**config.mk**
```make
export PLATFORM = sky130hd
export DESIGN_NAME = seq_divider
export DESIGN_NICKNAME = d
export VERILOG_FILES = /design/src/rtl/div_pkg.sv /design/src/rtl/div_abs_neg.sv /design/src/rtl/seq_divider.sv
export SDC_FILE = /design/constraint.sdc
export NUM_CORES = 1
export LEC_CHECK = 0
export CAP_MARGIN = 30
export CORE_MARGIN = 2
export CORE_UTILIZATION = 50
export DETAILED_ROUTE_END_ITERATION = 6
export PLACE_DENSITY_LB_ADDON = 0.2
export SKIP_LAST_GASP = 1
export SYNTH_ARGS = -nofsm -noshare
export SYNTH_HDL_FRONTEND = slang
export SYNTH_SLANG_ARGS = --single-unit
```
**constraint.sdc**
```tcl
create_clock -name clk -period 8.75 [get_ports clk]
set_input_delay 1.3125 -clock clk [delete_from_list [all_inputs] [get_ports clk]]
set_output_delay 1.3125 -clock clk [all_outputs]
set_load 0.02 [all_outputs]
```
**src/rtl/div_pkg.sv**
```systemverilog
// Shared types and constants for the iterative signed divider.
package div_pkg;
  localparam int DIV_WIDTH = 32;
  localparam int CNT_W     = $clog2(DIV_WIDTH);

  typedef enum logic [1:0] {
    IDLE,
    CALC,
    DONE,
    ZERO
  } div_state_e;
endpackage

```
**src/rtl/div_abs_neg.sv**
```systemverilog
// Two's-complement conditional negate; with neg tied to the sign bit it yields |din| as unsigned.
module div_abs_neg #(
  parameter int WIDTH = 32
) (
  input  logic [WIDTH-1:0] din,
  input  logic             neg,
  output logic [WIDTH-1:0] dout
);
  assign dout = neg ? (~din + WIDTH'(1)) : din;
endmodule

```
**src/rtl/seq_divider.sv**
```systemverilog
// Restoring signed divider, one quotient bit per cycle; MIPS DIV result placement (lo=quotient, hi=remainder).
module seq_divider
  import div_pkg::*;
#(
  parameter int WIDTH = DIV_WIDTH
) (
  input  logic             clk,
  input  logic             reset,
  input  logic             start,
  input  logic [WIDTH-1:0] a,
  input  logic [WIDTH-1:0] b,
  output logic [WIDTH-1:0] hi,
  output logic [WIDTH-1:0] lo,
  output logic             ready,
  output logic             div_zero
);
  div_state_e       state, state_nxt;
  logic [CNT_W-1:0] count;
  logic [WIDTH-1:0] rem, q, divisor;
  logic [WIDTH-1:0] a_mag, b_mag, q_fix, r_fix;
  logic             sign_q, sign_r;
  logic [WIDTH:0]   shifted, trial;
  logic             b_zero;

  assign b_zero  = (b == '0);
  // rem stays below divisor <= 2^(WIDTH-1), so WIDTH+1 bits hold the shifted value and trial sign
  assign shifted = {rem, q[WIDTH-1]};
  assign trial   = shifted - {1'b0, divisor};

  div_abs_neg #(.WIDTH(WIDTH)) u_abs_a (.din(a),   .neg(a[WIDTH-1]), .dout(a_mag));
  div_abs_neg #(.WIDTH(WIDTH)) u_abs_b (.din(b),   .neg(b[WIDTH-1]), .dout(b_mag));
  div_abs_neg #(.WIDTH(WIDTH)) u_fix_q (.din(q),   .neg(sign_q),     .dout(q_fix));
  div_abs_neg #(.WIDTH(WIDTH)) u_fix_r (.din(rem), .neg(sign_r),     .dout(r_fix));

  always_ff @(posedge clk) begin
    if (!reset) state <= IDLE;
    else        state <= state_nxt;
  end

  always_comb begin
    state_nxt = state;
    case (state)
      IDLE:    if (start) state_nxt = b_zero ? ZERO : CALC;
      CALC:    if (count == CNT_W'(WIDTH-1)) state_nxt = DONE;
      DONE:    state_nxt = IDLE;
      ZERO:    state_nxt = IDLE;
      default: state_nxt = IDLE;
    endcase
  end

  always_ff @(posedge clk) begin
    if (!reset) begin
      count    <= '0;
      rem      <= '0;
      q        <= '0;
      divisor  <= '0;
      sign_q   <= 1'b0;
      sign_r   <= 1'b0;
      hi       <= '0;
      lo       <= '0;
      ready    <= 1'b0;
      div_zero <= 1'b0;
    end else begin
      ready    <= 1'b0;
      div_zero <= 1'b0;
      case (state)
        IDLE: begin
          if (start && !b_zero) begin
            q       <= a_mag;
            divisor <= b_mag;
            rem     <= '0;
            sign_q  <= a[WIDTH-1] ^ b[WIDTH-1];
            sign_r  <= a[WIDTH-1];
            count   <= '0;
          end
        end
        CALC: begin
          count <= count + 1'b1;
          if (!trial[WIDTH]) begin
            rem <= trial[WIDTH-1:0];
            q   <= {q[WIDTH-2:0], 1'b1};
          end else begin
            rem <= shifted[WIDTH-1:0];
            q   <= {q[WIDTH-2:0], 1'b0};
          end
        end
        DONE: begin
          lo    <= q_fix;
          hi    <= r_fix;
          ready <= 1'b1;
        end
        ZERO: begin
          ready    <= 1'b1;
          div_zero <= 1'b1;
        end
        default: ;
      endcase
    end
  end
endmodule

```
==> impl_results.md <==
- Status: finished, final reports clean
- Slew HR: 0.3362
- Worst R2R Start: q[31]$_SDFFE_PN0P_
- Final setup violation count: 0
- Clk Tree Root Cell: clkbuf_16
- Max-slew violations: 0
- Asr flop ratio synth: 0
- Worst-path maximum fanout: 52
- Fin crit share: 0.5906
- Post-synth EDFFs: 0
- Fin nets: 1,537
- First-pass GRT wire length: 44,910 um
- Pwr per Cell Area: 159.6 nW/um^2
- Top cell type by total area after synthesis: dfxtp_1
- Synthesized Nets: 1,459
- Hold Path Cell Cnt: 2
- Placement row count: 53
- Ys Warns: 0
- Via density per instance: 5.726
- Largest net degree at the start of global routing: 94
- # hold bufs at CTS: 0
- Mapped Cells: 1,353
- Final routed DRC violation total: 0
- FF-to-FF setup slack: 5.07 ns
- Num ports: 133
- Slowest stage delay, CP: 0.75 ns
- Fmax: 193.5 MHz
- CTS Sinks: 171
- RSZ-0062 raised after global routing: false
- # port buffers: 132
- Synthesized cell area: 10,530 um^2
- First-pass iteration count of the detailed router: 6
- CP Cell Sequence: clkdlybuf4s50_1 -> nor4_1 -> nand3b_1 -> or4_4 -> o31a_1 -> nand2b_2 -> nand2_2 -> nor2_4 -> a21oi_1 -> a21oi_1
- Most frequent cell after synthesis: dfxtp_1
- H-tree levels: 4
- Vias in the first global route: 8,771
- Crit Path Category: in2reg
- Synth Register Bits: 171
- Most common flop cell mapped by yosys: dfxtp_1
- Synthesized area per cell: 7.779 um^2
- Worst R2R End: rem[28]$_SDFFE_PN0P_
- Drt wl/cell: 16.11 um
- Final core utilization: 0.6018
- Worst min-delay path class: reg2reg
- Layout area overhead: 19.06%
- Overall Global Routing Usage: 0.2502
- Top post-synthesis cells by count: dfxtp_1 (171), nor2_1 (160), nand2_1 (134)
- Hold Violations, Final: 0
- Die Ht: 149.1 um
- Total Negative Setup Slacks: 0 ns
- Setup bufs post-CTS: 0
- Share of the synthesized area in the top cell type: 0.3252
- Worst-Margin Slew: 0.9957 ns
- Main area contributors after synthesis: dfxtp_1 (33%), xnor2_1 (5.9%), a211oi_1 (5.8%), xor2_1 (5.8%), nor2_1 (5.7%)
- Total Wirelength: 27,710 um
- Tmin final: 5.168 ns
- Initial Utilization: 0.5055
- Worst r2r path cells: 13
- Min-delay src: lo[25]$_SDFFE_PN0P_
- Clk_lat worst skew: 0.43 ns
- Share of layout cells above drive strength 1: 0.04501
- Worst Setup End Kind: flop
- Required time of the worst setup path: 9.12 ns
- CP max-delay cell: nor4_1
- Max clock buf depth: 2
- CP dominant cell by count: a21oi_1
- Post-DRT Antenna Nets: 0
- Routability Congestion: 0.9251
- CTS Buf Count: 17
- WHS Endpoint: lo[25]$_SDFFE_PN0P_
- Post-synthesis sequential area ratio: 0.3252
- Clock transition at path regs: 0.07 ns
- Initial antenna violation count: 1
- Worst Skew: 0.01159 ns
- Peak supply drop: 0.1327 mV
- HPWL after detailed placement: 20,530 um
- Distinct cell type count after synthesis: 61
- CTS tree: yes
- Max_cap viols: 0
- Width of the die: 149.1 um
- Die footprint: 22,230 um^2
- CORE AREA: 20,820 um^2
- Grt ovf: 0
- Critical path launch point type: input pin
- Leakage power: 4.605 nW
- Arr. time, crit path: 5.53 ns
- CTS resizes: 0
- Via Count: 9,848
- Initial DRC count: 716
-- metrics by stage --
step | instances | power, W | cell area [um^2] | worst slack (ns) | hold WS [ns]
global route | 1719 | 0.002093 | 12530 | 3.200 | 0.4697
global placement | 1686 | 0.001254 | 11940 | 3.179 | 0.4380
CTS | 1719 | 0.002005 | 12530 | 3.563 | 0.4530
detailed placement | 1687 | 0.001260 | 11950 | 3.127 | 0.4434
finish | 1720 | 0.002000 | 12530 | 3.582 | 0.4482
floorplan | 1353 | 0.001141 | 10530 | 5.070 | 0.4319
-- state kept, by name, summed over array words and instances, names as in the netlist --
| register | flops |
|---|---|
| divisor | 32 |
| div_zero | 1 |
| sign_q | 1 |
| state | 2 |
| hi | 32 |
| ready | 1 |
| rem | 32 |
| lo | 32 |
| q | 32 |
| count | 5 |
| sign_r | 1 |
-- final cells by class --
class                      count  area (um^2)
multi-input combinational   1040         6558
clock buffer                  19        432.9
clock inverter                13        142.6
sequential                   171         3423
inverter                      59        224.0
tap                          275        344.1
fill                        1914         8292
timing repair buffer         142         1404
antenna                        1        2.502
-- worst max-delay path: cells and delay by family --
kind	cells	cell delay (ns)
buf+inv	1	0.46
simple gates	6	3.12
compound gates	3	0.61
-- how the worst max path moves through the flow --
stage | cells after the start | slack (ns) | end | start
after floorplan | 9 | 5.07 | q[21]$_SDFFE_PN0P_ | b[14]
after global placement | 10 | 3.18 | rem[25]$_SDFFE_PN0P_ | b[2]
after detailed placement | 10 | 3.13 | rem[25]$_SDFFE_PN0P_ | b[4]
after CTS | 10 | 3.56 | rem[25]$_SDFFE_PN0P_ | b[4]
after global routing | 10 | 3.20 | rem[25]$_SDFFE_PN0P_ | b[2]
final | 10 | 3.58 | rem[25]$_SDFFE_PN0P_ | b[4]
-- layout by cell type (no fill, tap or decap), drive strengths merged, types with 38 or more instances in the layout --
master         synthesis  layout
ha                    38      38
nor2                 161     161
dfxtp                171     171
xor2                  70      70
nand2                135     135
a21oi                 98      98
inv                   59      62
o21ai                 93      93
a211oi                83      83
clkdlybuf4s50          0     132
xnor2                 71      71
-- logic make-up after synthesis --
| group | after synthesis | share of synthesized area |
|---|---|---|
| AO/OA/AOI/OAI | 404 | 0.2510 |
| XOR/XNOR | 141 | 0.1173 |
| adder cells (fa/ha/maj) | 39 | 0.04708 |
| buffers and inverters | 142 | 0.05456 |
| flip-flops | 171 | 0.3252 |
| multiplexers | 11 | 0.01046 |
| AND/OR/NAND/NOR | 445 | 0.1944 |
-- routing by layer --
layer	vias to the layer above	track usage	share of wire
met5	-	0	0
li1	4996	-	-
met4	0	0.08048	0.020
met2	259	0.3885	0.44
met3	33	0.03639	0.048
met1	4560	0.3578	0.49
-- power breakdown --
part	internal (W)	switching, W
registers	0.000806	0.0000328
logic	0.000170	0.000240
clock network	0.000423	0.000328
Note: power is estimated with default switching activity, not from simulation.
